File: config.mk
export PLATFORM = sky130hd
export DESIGN_NAME = key_conditioner
export DESIGN_NICKNAME = d
export VERILOG_FILES = /design/src/rtl/de0_keys_pkg.sv /design/src/rtl/key_debounce_ch.sv /design/src/rtl/key_conditioner.sv
export SDC_FILE = /design/constraint.sdc
export NUM_CORES = 1
export LEC_CHECK = 0
export ABC_AREA = 1
export ABC_CLOCK_PERIOD_IN_PS = 1750
export BUFFER_PORTS_ARGS = -buffer_cell sky130_fd_sc_hd__buf_2
export CORE_ASPECT_RATIO = 2
export CORE_UTILIZATION = 30
export CTS_BUF_LIST = sky130_fd_sc_hd__clkbuf_2
export DETAILED_ROUTE_END_ITERATION = 6
export HOLD_SLACK_MARGIN = 0.05
export SLEW_MARGIN = 30
export SYNTH_ARGS = -nofsm -noshare
export SYNTH_HDL_FRONTEND = slang
export SYNTH_HIERARCHICAL = 1
export SYNTH_SLANG_ARGS = --single-unit
File: constraint.sdc
create_clock -name CLOCK_50 -period 1.75 [get_ports CLOCK_50]
set_input_delay 0.0875 -clock CLOCK_50 [delete_from_list [all_inputs] [get_ports CLOCK_50]]
set_output_delay 0.0875 -clock CLOCK_50 [all_outputs]
set_load 0.05 [all_outputs]
File: src/rtl/de0_keys_pkg.sv
// Shared types and default timing constants for the DE0-Nano key conditioner.
package de0_keys_pkg;

  // Per-channel debounce state
  typedef enum logic [1:0] {
    UP      = 2'd0,
    WAIT_DN = 2'd1,
    DOWN    = 2'd2,
    WAIT_UP = 2'd3
  } key_st_e;

  localparam int CLK_HZ              = 50000000;
  localparam int DB_CYCLES_10MS      = CLK_HZ / 100;
  localparam int REPEAT_DELAY_500MS  = CLK_HZ / 2;
  localparam int REPEAT_PERIOD_100MS = CLK_HZ / 10;

  // Counter width able to hold 0..v-1, never narrower than one bit
  function automatic int cnt_width(input int v);
    return ($clog2(v) < 1) ? 1 : $clog2(v);
  endfunction

endpackage

File: src/rtl/key_debounce_ch.sv
// One key channel: 2-flop synchronizer, counter debounce FSM, press/release
// pulses and, when KEY_REPEAT_EN is defined, an auto-repeat pulse generator.
module key_debounce_ch
  import de0_keys_pkg::*;
#(
  parameter int DB_CYCLES     = DB_CYCLES_10MS,
  parameter int REPEAT_DELAY  = REPEAT_DELAY_500MS,
  parameter int REPEAT_PERIOD = REPEAT_PERIOD_100MS
) (
  input  logic clk_i,
  input  logic rst_ni,
  input  logic key_n_i,
  output logic level_o,
  output logic press_o,
  output logic release_o,
  output logic repeat_o
);

  localparam int            CW       = cnt_width(DB_CYCLES);
  localparam logic [CW-1:0] CNT_LAST = CW'(DB_CYCLES - 1);

  if (DB_CYCLES < 2 || REPEAT_DELAY < 1 || REPEAT_PERIOD < 1) begin : g_bad_cfg
    $error("key_debounce_ch: DB_CYCLES must be >= 2, repeat timings >= 1");
  end

  logic          s1_q, s2_q;
  logic          p;
  key_st_e       st_q, st_d;
  logic [CW-1:0] cnt_q, cnt_d;
  logic          level_q, level_d;
  logic          press_q, press_d;
  logic          release_q, release_d;

  // Plain two-flop synchronizer; idles at raw 1 (released)
  always_ff @(posedge clk_i or negedge rst_ni) begin
    if (!rst_ni) begin
      s1_q <= 1'b1;
      s2_q <= 1'b1;
    end else begin
      s1_q <= key_n_i;
      s2_q <= s1_q;
    end
  end

  assign p = ~s2_q;

  // Debounce state, counter and registered outputs
  always_ff @(posedge clk_i or negedge rst_ni) begin
    if (!rst_ni) begin
      st_q      <= UP;
      cnt_q     <= '0;
      level_q   <= 1'b0;
      press_q   <= 1'b0;
      release_q <= 1'b0;
    end else begin
      st_q      <= st_d;
      cnt_q     <= cnt_d;
      level_q   <= level_d;
      press_q   <= press_d;
      release_q <= release_d;
    end
  end

  // Next state: a change is accepted only after DB_CYCLES stable samples;
  // the counter stops at CNT_LAST because the state leaves WAIT_* there
  always_comb begin
    st_d      = st_q;
    cnt_d     = cnt_q;
    level_d   = level_q;
    press_d   = 1'b0;
    release_d = 1'b0;
    case (st_q)
      UP: begin
        if (p) begin
          st_d  = WAIT_DN;
          cnt_d = '0;
        end
      end
      WAIT_DN: begin
        if (!p) begin
          st_d = UP;
        end else if (cnt_q == CNT_LAST) begin
          st_d    = DOWN;
          level_d = 1'b1;
          press_d = 1'b1;
        end else begin
          cnt_d = cnt_q + 1'b1;
        end
      end
      DOWN: begin
        if (!p) begin
          st_d  = WAIT_UP;
          cnt_d = '0;
        end
      end
      WAIT_UP: begin
        if (p) begin
          st_d = DOWN;
        end else if (cnt_q == CNT_LAST) begin
          st_d      = UP;
          level_d   = 1'b0;
          release_d = 1'b1;
        end else begin
          cnt_d = cnt_q + 1'b1;
        end
      end
      default: st_d = UP;
    endcase
  end

  assign level_o   = level_q;
  assign press_o   = press_q;
  assign release_o = release_q;

`ifdef KEY_REPEAT_EN
  localparam int            RW       = cnt_width((REPEAT_DELAY > REPEAT_PERIOD) ?
                                                 REPEAT_DELAY : REPEAT_PERIOD);
  localparam logic [RW-1:0] DLY_LAST = RW'(REPEAT_DELAY - 1);
  localparam logic [RW-1:0] PER_LAST = RW'(REPEAT_PERIOD - 1);

  logic [RW-1:0] rcnt_q, rcnt_d;
  logic          rfirst_q, rfirst_d;
  logic          repeat_q, repeat_d;

  // Repeat timer state
  always_ff @(posedge clk_i or negedge rst_ni) begin
    if (!rst_ni) begin
      rcnt_q   <= '0;
      rfirst_q <= 1'b0;
      repeat_q <= 1'b0;
    end else begin
      rcnt_q   <= rcnt_d;
      rfirst_q <= rfirst_d;
      repeat_q <= repeat_d;
    end
  end

  // Restart on an accepted press; advance only while staying in DOWN so a
  // release bounce (WAIT_UP) freezes the timer and resumes it on return
  always_comb begin
    rcnt_d   = rcnt_q;
    rfirst_d = rfirst_q;
    repeat_d = 1'b0;
    if (press_d) begin
      rcnt_d   = '0;
      rfirst_d = 1'b0;
    end else if (st_q == DOWN && p) begin
      if (rcnt_q == (rfirst_q ? PER_LAST : DLY_LAST)) begin
        repeat_d = 1'b1;
        rcnt_d   = '0;
        rfirst_d = 1'b1;
      end else begin
        rcnt_d = rcnt_q + 1'b1;
      end
    end
  end

  assign repeat_o = repeat_q;
`else
  assign repeat_o = 1'b0;
`endif

endmodule

File: src/rtl/key_conditioner.sv
// DE0-Nano push-button conditioner: raw active-low KEY pins in, clean
// active-high level and one-cycle press/release/repeat pulses out.
// Define KEY_REPEAT_EN to build the auto-repeat timers.
module key_conditioner
  import de0_keys_pkg::*;
#(
  parameter int NUM_KEYS      = 2,
  parameter int DB_CYCLES     = DB_CYCLES_10MS,
  parameter int REPEAT_DELAY  = REPEAT_DELAY_500MS,
  parameter int REPEAT_PERIOD = REPEAT_PERIOD_100MS
) (
  input  logic                CLOCK_50,
  input  logic                RESET_N,
  input  logic [NUM_KEYS-1:0] KEY,
  output logic [NUM_KEYS-1:0] key_level,
  output logic [NUM_KEYS-1:0] key_press,
  output logic [NUM_KEYS-1:0] key_release,
  output logic [NUM_KEYS-1:0] key_repeat
);

  // Fully independent channels, one per key
  for (genvar g = 0; g < NUM_KEYS; g++) begin : g_ch
    key_debounce_ch #(
      .DB_CYCLES    (DB_CYCLES),
      .REPEAT_DELAY (REPEAT_DELAY),
      .REPEAT_PERIOD(REPEAT_PERIOD)
    ) u_ch (
      .clk_i    (CLOCK_50),
      .rst_ni   (RESET_N),
      .key_n_i  (KEY[g]),
      .level_o  (key_level[g]),
      .press_o  (key_press[g]),
      .release_o(key_release[g]),
      .repeat_o (key_repeat[g])
    );
  end

endmodule
======== Yosys cells after proc, flatten, opt, wreduce, memory -nomap -nowiden ========
Cells that the tools add are included.
word-level totals
  logic and storage cells ................. 96
  input bits .............................. 4
  flip-flop bits (word level) ............. 52
  output and inout port bits .............. 8
cells by class
  equality and inequality tests ........... 24
  $add $sub $neg .......................... 2
  reductions and logical operators ........ 10
  mux-type cells .......................... 46
operators by type and width
  kind                                                                      count
  19-bit 2-to-1 mux                                                         10
  19-bit case mux with 4 select lines                                       2
  19-bit by 1-bit adder with 19-bit output (second input constant)          2
  19-bit equality test (second input constant)                              2
  2-bit 2-to-1 mux                                                          12
  1-bit 2-to-1 mux                                                          18
  2-bit by 1-bit inequality test with 1-bit output (second input constant)  8
  2-bit case mux with 4 select lines                                        2
  4-bit AND reduction                                                       4
  5-bit AND reduction                                                       2
  2-bit equality test (second input constant)                               4
  2-bit inequality test (second input constant)                             4
  3-bit by 1-bit inequality test with 1-bit output (second input constant)  2
  3-bit inequality test (second input constant)                             2
  2-bit by 1-bit equality test with 1-bit output (second input constant)    2
  2-bit logical NOT                                                         2
  1-bit case mux with 2 select lines                                        2
  2-bit nonzero test                                                        2

======== Depth between registers and ports, before layout ========
Gate-level depths: netlist (run 1).
  depth in word-level cells ............... 4
  gate-level depth with buffers ........... 10
  depth with buffers taken out ............ 10

======== Cells and area by module ========
The synthesis (run 1) kept the hierarchy.
modules (own cells, without submodules)
  module                          seq. area each (um^2)  area each (um^2)  cells each  instances
  key_debounce_ch (g_ch[0].u_ch)  653.1                  1,555.2           206         1
  key_debounce_ch (g_ch[1].u_ch)  653.1                  1,516.5           207         1

======== Worst setup path before layout (run 1) ========
Ideal clock, no wire load.
  kind .................................... reg2reg
  start ................................... reg g_ch[0].u_ch.cnt_q[0]
  end ..................................... reg g_ch[0].u_ch.cnt_q[2]
  path buffers ............................ 1
  period minus slack after synthesis ...... 1.384 ns
  required time ........................... 1.632 ns
  arrival ................................. 1.266 ns
  setup slack ............................. 0.366 ns
  cell stages (with the launch flop) ...... 9
  setup time .............................. 0.118 ns
  cells stage by stage .................... dfrtp_1 ha_1 nand2_1 nor2_4 nand3_4 nand2_4 buf_6 nand2_1 o21ai_2
on the way
  cells in the longest elaborated chain, start to end .. 4
  elaborated cells on any way between the ends .. 6
  those cells by class .................... add/sub (1); eq/ne (1); mux (4)
RTL lines
  element                                                                                  line                                          source
  start: declaration                                                                       key_debounce_ch.sv:29                         logic [CW-1:0] cnt_q, cnt_d;
  start signal: assignment                                                                 key_debounce_ch.sv:57                         cnt_q <= cnt_d;
  19-bit by 1-bit adder with 19-bit output / 19-bit equality test (equally long branches)  --
  19-bit 2-to-1 mux (*)                                                                    key_debounce_ch.sv:82, key_debounce_ch.sv:99
  19-bit 2-to-1 mux, on equally long branches                                              key_debounce_ch.sv:97, key_debounce_ch.sv:80
  19-bit case mux with 4 select lines (*)                                                  key_debounce_ch.sv:72                         case (st_q)
Mark *: on every way between the ends. The rest lies on a longest branch, timed or not. The select of a mux whose other input is x is not followed.
A chain may end at the register's enable or synchronous reset.

======== Worst setup path in the final report (run 1) ========
  start ................................... reg g_ch[1].u_ch.cnt_q[0]
  end ..................................... reg g_ch[1].u_ch.cnt_q[18]
on the way
  cells in the longest elaborated chain, start to end .. 4
  elaborated cells on any way between the ends .. 6
  those cells by class .................... add/sub (1); eq/ne (1); mux (4)
RTL lines
  element                                                                                  line
  start: declaration                                                                       key_debounce_ch.sv:29
  start signal: assignment                                                                 key_debounce_ch.sv:57
  19-bit by 1-bit adder with 19-bit output / 19-bit equality test (equally long branches)  --
  19-bit 2-to-1 mux (*)                                                                    key_debounce_ch.sv:82, key_debounce_ch.sv:99
  19-bit 2-to-1 mux, on equally long branches                                              key_debounce_ch.sv:97, key_debounce_ch.sv:80
  19-bit case mux with 4 select lines (*)                                                  key_debounce_ch.sv:72
Marked as above.

==> results of run 1 <==
flip-flops by register name (all words and copies together), names as in the netlist, named ones only:
| signal | count |
|---|---|
| g_ch.u_ch/cnt_q | 38 |
| g_ch.u_ch/press_o | 2 |
| g_ch.u_ch/s2_q | 2 |
| g_ch.u_ch/s1_q | 2 |
| g_ch.u_ch/st_q | 2 |
| g_ch.u_ch/level_o | 2 |
| g_ch.u_ch/release_o | 2 |
per-stage QoR:
stage / hold slack (ns) / cell area, sq um / cells / power (uW)
after floorplan: -0.2081 / 3072 / 413 / 1363
after global routing: 0.2119 / 3368 / 567 / 1991
final: 0.2413 / 3368 / 567 / 1883
after global placement: 0.1924 / 3276 / 554 / 1408
after CTS: 0.2096 / 3344 / 565 / 1917
after detailed placement: 0.1937 / 3276 / 554 / 1410
cell usage in the layout, fill, tap and decap left out, types with 3 or more instances in the layout:
| master | instances |
|---|---|
| nand2_2 | 8 |
| clkbuf_2 | 7 |
| nand3_4 | 3 |
| xnor2_1 | 4 |
| nor2_2 | 5 |
| inv_2 | 4 |
| o21ai_0 | 10 |
| o21ai_2 | 5 |
| buf_4 | 8 |
| nand4_1 | 9 |
| o21ai_1 | 23 |
| nor2_4 | 3 |
| inv_1 | 39 |
| o21bai_1 | 7 |
| dlygate4sd3_1 | 3 |
| dfstp_2 | 4 |
| nand2_1 | 132 |
| nand3_1 | 25 |
| buf_2 | 9 |
| dfrtp_1 | 48 |
| xor2_1 | 10 |
| nor2_1 | 53 |
Yosys cell counts, drive strengths merged:
| master | n |
|---|---|
| nand2 | 142 |
| nor2 | 61 |
| dfrtp | 48 |
| inv | 43 |
| o21ai | 38 |
| nand3 | 29 |
| xor2 | 10 |
| nand4 | 9 |
| buf | 8 |
| o21bai | 7 |
| dfstp | 4 |
| xnor2 | 4 |
| conb | 2 |
| ha | 2 |
| nand3b | 2 |
| nor3 | 2 |
| and2 | 1 |
| clkinv | 1 |
layout make-up:
type                       count  area share
multi-input combinational    309      0.4558
tap                          132     0.04903
antenna                        1   0.0007429
timing repair buffer          21     0.04606
clock inverter                 1    0.001114
sequential                    52      0.3878
clock buffer                   7     0.01040
inverter                      44     0.04903
cell families (layout without fill, tap and decap cells):
family,count (synthesis),after routing,synth area share
AND/OR/NAND/NOR,246,246,0.3597
flip-flops,52,52,0.4253
buffers and inverters,52,73,0.07943
AO/OA/AOI/OAI,45,45,0.08513
XOR/XNOR,14,14,0.03992
adder cells (fa/ha/maj),2,2,0.008145
other,2,3,0.002445
layer usage:
| layer | global-route usage | part of all wire | wire length (um) | vias to the layer above |
|---|---|---|---|---|
| met4 | 0.08558 | 0.055 | 372 | 0 |
| met3 | 0.02083 | 0.023 | 157 | 18 |
| met1 | 0.1434 | 0.36 | 2426 | 1222 |
| met5 | 0 | 0 | 0 | - |
| li1 | - | - | - | 1340 |
| met2 | 0.2615 | 0.56 | 3746 | 43 |
worst max-delay path by stage:
| stage | startpoint | end | slack, ns | depth (start not counted) |
|---|---|---|---|---|
| floorplan | g_ch[0].u_ch/cnt_q[0] | g_ch[0].u_ch/cnt_q[2] | 0.37 | 8 |
| global placement | g_ch[0].u_ch/cnt_q[0] | g_ch[0].u_ch/cnt_q[12] | 0.19 | 7 |
| detailed placement | g_ch[1].u_ch/cnt_q[0] | g_ch[1].u_ch/cnt_q[5] | 0.13 | 8 |
| CTS | g_ch[1].u_ch/cnt_q[0] | g_ch[1].u_ch/cnt_q[4] | 0.09 | 8 |
| global route | g_ch[1].u_ch/cnt_q[0] | g_ch[1].u_ch/cnt_q[18] | 0.007 | 8 |
| finish | g_ch[1].u_ch/cnt_q[0] | g_ch[1].u_ch/cnt_q[18] | 0.15 | 8 |
power breakdown:
group          total, uW  leakage (uW)  switching (uW)  internal (uW)
Sequential          1250      0.000704            23.1           1230
Combinational        144      0.000719            97.6           46.7
Clock                485     0.0000306             378            107
Total               1880       0.00145             499           1380
worst register-to-register path, delay by kind of cell, from the launching register on:
kind | cells | cell delay [ns]
simple gates | 6 | 0.74
fa+ha+maj | 1 | 0.23
buf+inv | 1 | 0.10
flops | 1 | 0.47
what timing repair did:
item / 4_1_cts / 5_1_grt
hold endpoints to repair: 50 / 0
gates resized for setup: 0 / 3
hold buffers: 3 / 0
setup endpoints to repair: 0 / 9
setup buffers: 0 / 1
==> flow_metrics.py, run 1 <==
metrics = {
    "run_status": {
        "status": "finished, final reports clean",
    },
    "sta": {
        "rsz0062_at_grt": "false",
        "relSlewSlack": 0.5651,
        "layout_setup_ws_ns": 0.1486,
        "fin_crit_sh": 0.9151,
        "fin_tns_setup_ns": 0,
        "worst_pin_slew_ns": 0.6523,
        "min_period_ns": 1.601,
        "fmax_ghz": 0.6245,
        "clock_skew_ns": 0.02258,
        "setup_viol": 0,
        "hold_viol": 0,
        "drv_slew": 0,
    },
    "clocking": {
        "insertion_delay_ns": 0.45,
        "clockBufferDepth": 2,
        "cts_sinks": 52,
        "cts_made_buffers": 5,
        "cts.clk_slew.worst_paths_ns": 0.26,
        "clockRootBuffer": "clkbuf_2",
        "cts_max_level": 2,
        "cts_tree": "built",
    },
    "synth": {
        "synth_area_sq_mm": 0.003072,
        "synth_warnings": 6,
        "yosys.area.top_type_share": 0.3910,
        "postSynthRegisterBits": 52,
        "synth_cell_types": 28,
        "synthCells": 413,
        "synth_area_leaders": "dfrtp_1 39%, nand2_1 16%, nor2_1 6.6%, inv_1 4.8%, nand3_1 4.1%",
        "synth_top_cell_by_area": "dfrtp_1",
        "syn_nets": 419,
        "syn-mean-instance-area_sq_um": 7.438,
        "seq_area_frac_synth": 0.4253,
    },
    "pwr": {
        "pwr_density_cell_mw_per_mm2": 559.2,
        "leakage_uw": 0.001454,
        "irDropWorstVdd_v": 0.0003052,
    },
    "die": {
        "ios": 12,
        "row_count": 51,
        "coreArea_sq_mm": 0.009827,
        "initial_core_util": 0.3126,
        "die_w_um": 73.55,
        "die_h_um": 145.1,
        "dieArea_sq_mm": 0.01067,
    },
    "global_routing": {
        "grt_max_degree": 53,
        "grt_pass1_wl_um": 11790,
        "grt_usage": 0.1425,
        "grt-ovfl-total": 0,
        "antenna_found_initial": 1,
        "grt_pass1_vias": 2631,
    },
    "setup_path": {
        "regToRegSetupSlack_ns": 0.15,
        "crit_slowest_cell": "dfrtp_1",
        "cp-end-kind": "register",
        "path_class": "register to register",
        "arrival_ns": 1.97,
        "cpMostUsedCell": "nand2_1",
        "cp-start-kind": "register",
        "critPathRequiredTime_ns": 2.12,
        "cp.buffers_inverters": 1,
        "critical_path.top_delay_family": "simple AND/OR/NAND/NOR gates",
        "worst_r2r_path_depth": 8,
        "worstPathCellList": "ha_2, nand2_2, nor2_4, nand3_4, nand3_2, inv_1, nand2_1, nand2_1",
        "crit_path_max_fanout": 9,
        "r2r-start": "g_ch[1].u_ch/cnt_q[0]",
        "cpPeakStageDelay_ns": 0.47,
        "reg2reg_to": "g_ch[1].u_ch/cnt_q[18]",
    },
    "place": {
        "io_buffer_count": 9,
        "pre_cts_ws_ns": 0.1284,
        "place.gp.congestion": 0.8926,
        "hpwl_um": 5166,
    },
    "layout": {
        "regArea_sq_mm": 0.001306,
        "multi_input_area_sq_mm": 0.001535,
        "fin_nets": 439,
        "area_delta_synth_final_pct": 9.654,
        "nFillCells": 1090,
        "final_core_util": 0.3428,
        "drive_gt1_frac": 0.1406,
    },
    "drt": {
        "initialDrtViolationCount": 155,
        "detail_route.wl_per_cell_um": 11.82,
        "vias_per_cell": 4.626,
        "ant_nets": 0,
        "drt_pass1_iterations": 4,
        "drc": 0,
        "vias": 2623,
        "routed_wl_um": 6703,
    },
    "job": {
        "cap_violations": 0,
    },
    "worst_hold_path": {
        "hold_path.class": "primary input to asynchronous set/reset pin",
    },
}
Power figures use the tool's default switching activity.
==> inputs of run 2 (changes only) <==
--- a/config.mk
+++ b/config.mk
@@ -6,7 +6,7 @@
 export NUM_CORES = 1
 export LEC_CHECK = 0
 export ABC_AREA = 1
-export ABC_CLOCK_PERIOD_IN_PS = 1750
+export ABC_CLOCK_PERIOD_IN_PS = 1350
 export BUFFER_PORTS_ARGS = -buffer_cell sky130_fd_sc_hd__buf_2
 export CORE_ASPECT_RATIO = 2
 export CORE_UTILIZATION = 30
==> constraint.sdc (replaced) <==
create_clock -name CLOCK_50 -period 1.35 [get_ports CLOCK_50]
set_input_delay 0.0675 -clock CLOCK_50 [delete_from_list [all_inputs] [get_ports CLOCK_50]]
set_output_delay 0.0675 -clock CLOCK_50 [all_outputs]
set_load 0.05 [all_outputs]
==> run 2 against run 1 <==
Clock power rose by 76%. Worst setup slack worse by 0.32 ns. Final cell count increased by 15%. Largest cell class unchanged. Critical path type unchanged. The run now ends with setup timing left.
==> flow_metrics.py, run 2 (same netlist as run 1, synthesis figures left out) <==
metrics = {
    "place": {
        "hpwl_um": 6311,
        "place.gp.congestion": 0.8675,
        "pre_cts_ws_ns": -0.1378,
        "io_buffer_count": 9,
        "placed_area_sq_mm": 0.003866,
    },
    "die": {
        "initial_core_util": 0.3126,
        "ios": 12,
        "die_w_um": 73.55,
        "die_h_um": 145.1,
        "row_count": 51,
        "coreArea_sq_mm": 0.009827,
        "dieArea_sq_mm": 0.01067,
    },
    "sta": {
        "layout_setup_ws_ns": -0.1748,
        "clock_skew_ns": 0.02309,
        "fin_crit_sh": 1.129,
        "hold_viol": 0,
        "fmax_ghz": 0.6558,
        "rsz0062_at_grt": "true",
        "hold_ws_ns": 0.1458,
        "setup_viol": 45,
        "drv_slew": 0,
        "min_period_ns": 1.525,
    },
    "layout": {
        "area_delta_synth_final_pct": 47.74,
        "layout_common_cells": "96 x nand2_1, 79 x buf_4, 42 x dfrtp_1, 37 x nor2_1, 35 x inv_1",
        "multi_input_area_sq_mm": 0.001927,
        "drive_gt1_frac": 0.4442,
        "final_common_cell": "nand2_1",
        "largest_reg_flops": 38,
        "fin_area_sq_mm": 0.004538,
        "fin_nets": 525,
        "nFillCells": 972,
        "regArea_sq_mm": 0.001314,
        "largest_register": "g_ch.u_ch/cnt_q",
    },
    "setup_path": {
        "worstPathCellList": "ha_4, nand2_4, nor2_4, nand3_4, nand2_8, clkbuf_16, o21ai_1",
        "crit_path_max_fanout": 7,
        "path_class": "register to register",
        "cpPeakStageDelay_ns": 0.47,
        "arrival_ns": 1.90,
        "critical_path.top_delay_family": "simple AND/OR/NAND/NOR gates",
        "cp-start-kind": "register",
        "cp-end-kind": "register",
        "critPathRequiredTime_ns": 1.73,
        "crit_slowest_cell": "dfrtp_1",
        "cp.buffers_inverters": 1,
    },
    "clocking": {
        "clockBufferDepth": 2,
        "cts_made_buffers": 5,
        "cts_tree": "built",
        "cts_max_level": 2,
        "cts.clk_slew.worst_paths_ns": 0.30,
        "cts_sinks": 52,
        "clockRootBuffer": "clkbuf_2",
        "insertion_delay_ns": 0.46,
    },
    "drt": {
        "drt_pass1_iterations": 4,
        "vias_per_cell": 4.668,
        "routed_wl_um": 8583,
        "detail_route.wl_per_cell_um": 13.14,
        "vias": 3048,
        "initialDrtViolationCount": 118,
        "drc": 0,
        "ant_nets": 0,
    },
    "worst_hold_path": {
        "hold_path.class": "primary input to asynchronous set/reset pin",
    },
    "global_routing": {
        "grt_pass1_vias": 3095,
        "grt_pass1_wl_um": 13940,
        "grt_usage": 0.1708,
        "grt_max_degree": 37,
        "grt-ovfl-total": 0,
        "antenna_found_initial": 1,
    },
    "pwr": {
        "irDropWorstVdd_v": 0.0004043,
        "pwr_density_cell_mw_per_mm2": 630.6,
        "leakage_uw": 0.002131,
    },
    "run_status": {
        "status": "finished, violations left",
        "violations": "setup timing",
    },
    "job": {
        "cap_violations": 0,
    },
}
run 2: cell count changes in the layout (fill, tap and decap cells not counted), moves of 6 or more:
cell / before / now
nor2_1: 53 / 37
o21ai_2: 5 / 21
nor2_4: 3 / 12
buf_6: 0 / 11
nand2_4: 1 / 16
dfrtp_1: 48 / 42
o21ai_0: 10 / 2
o21ai_1: 23 / 15
nand2_2: 8 / 28
dfrtp_2: 0 / 6
nor2_2: 5 / 12
buf_4: 8 / 79
nand2_1: 132 / 96
run 2: routing by layer:
| metal | vias to the layer above | GRT usage | share of wire | wire (um) |
|---|---|---|---|---|
| li1 | 1513 | - | - | - |
| met1 | 1472 | 0.1581 | 0.34 | 2901 |
| met2 | 40 | 0.3303 | 0.60 | 5121 |
| met3 | 23 | 0.02847 | 0.019 | 163 |
| met4 | 0 | 0.09231 | 0.046 | 397 |
| met5 | - | 0 | 0 | 0 |
run 2: area by class of cell:
type | instances | share of cell area
diodes | 1 | 0.0005514
clock buffers | 5 | 0.005514
clock inverters | 3 | 0.009374
inverters | 44 | 0.03860
multi-input cells | 309 | 0.4246
flip-flops and latches | 52 | 0.2895
well taps | 132 | 0.03639
repair buffers | 107 | 0.1955
run 2: metrics by stage:
step | instances | total power, uW | setup TNS [ns] | util
6_report | 653 | 2862 | -4.867 | 0.4618
5_1_grt | 653 | 3016 | -8.119 | 0.4618
4_1_cts | 648 | 2840 | -3.635 | 0.4307
3_5_place_dp | 628 | 1905 | -3.154 | 0.3934
3_3_place_gp | 628 | 1896 | -1.519 | 0.3934
2_1_floorplan | 413 | 1769 | -0.01186 | -
run 2: final timing paths:
check	from	end	slack, ns	depth (start not counted)
min	RESET_N	g_ch[1].u_ch/cnt_q[8]	0.15	3
max	g_ch[0].u_ch/cnt_q[0]	g_ch[0].u_ch/cnt_q[11]	-0.17	7
min reg2reg	g_ch[1].u_ch/s1_q	g_ch[1].u_ch/s2_q	0.38	0
max in group asynchronous	RESET_N	g_ch[0].u_ch/s2_q	0.50	4
min in group CLOCK_50	KEY[1]	g_ch[1].u_ch/s1_q	0.19	2
max reg2reg	g_ch[0].u_ch/cnt_q[0]	g_ch[0].u_ch/cnt_q[11]	-0.17	7
run 2: worst register-to-register path, stage by stage (launching register included):
cell       delay, ns
dfrtp_1         0.47
ha_4            0.17
nand2_4         0.06
nor2_4          0.17
nand3_4         0.16
nand2_8         0.15
clkbuf_16       0.18
o21ai_1         0.07
run 2: power by group:
group / switching [uW] / internal (uW) / total [uW]
Sequential: 35.6 / 1600 / 1630
Clock: 545 / 308 / 853
Combinational: 204 / 171 / 375
run 2: repair_timing:
item                                    in CTS  in global routing
resized for setup                           63                 73
endpoints found under the setup margin      47                 48
gates cloned                                 0                  1
hold buffers                                 4                  0
pin swaps                                    5                 16
buffers inserted                             8                  4
hold endpoints to repair                    54                  0
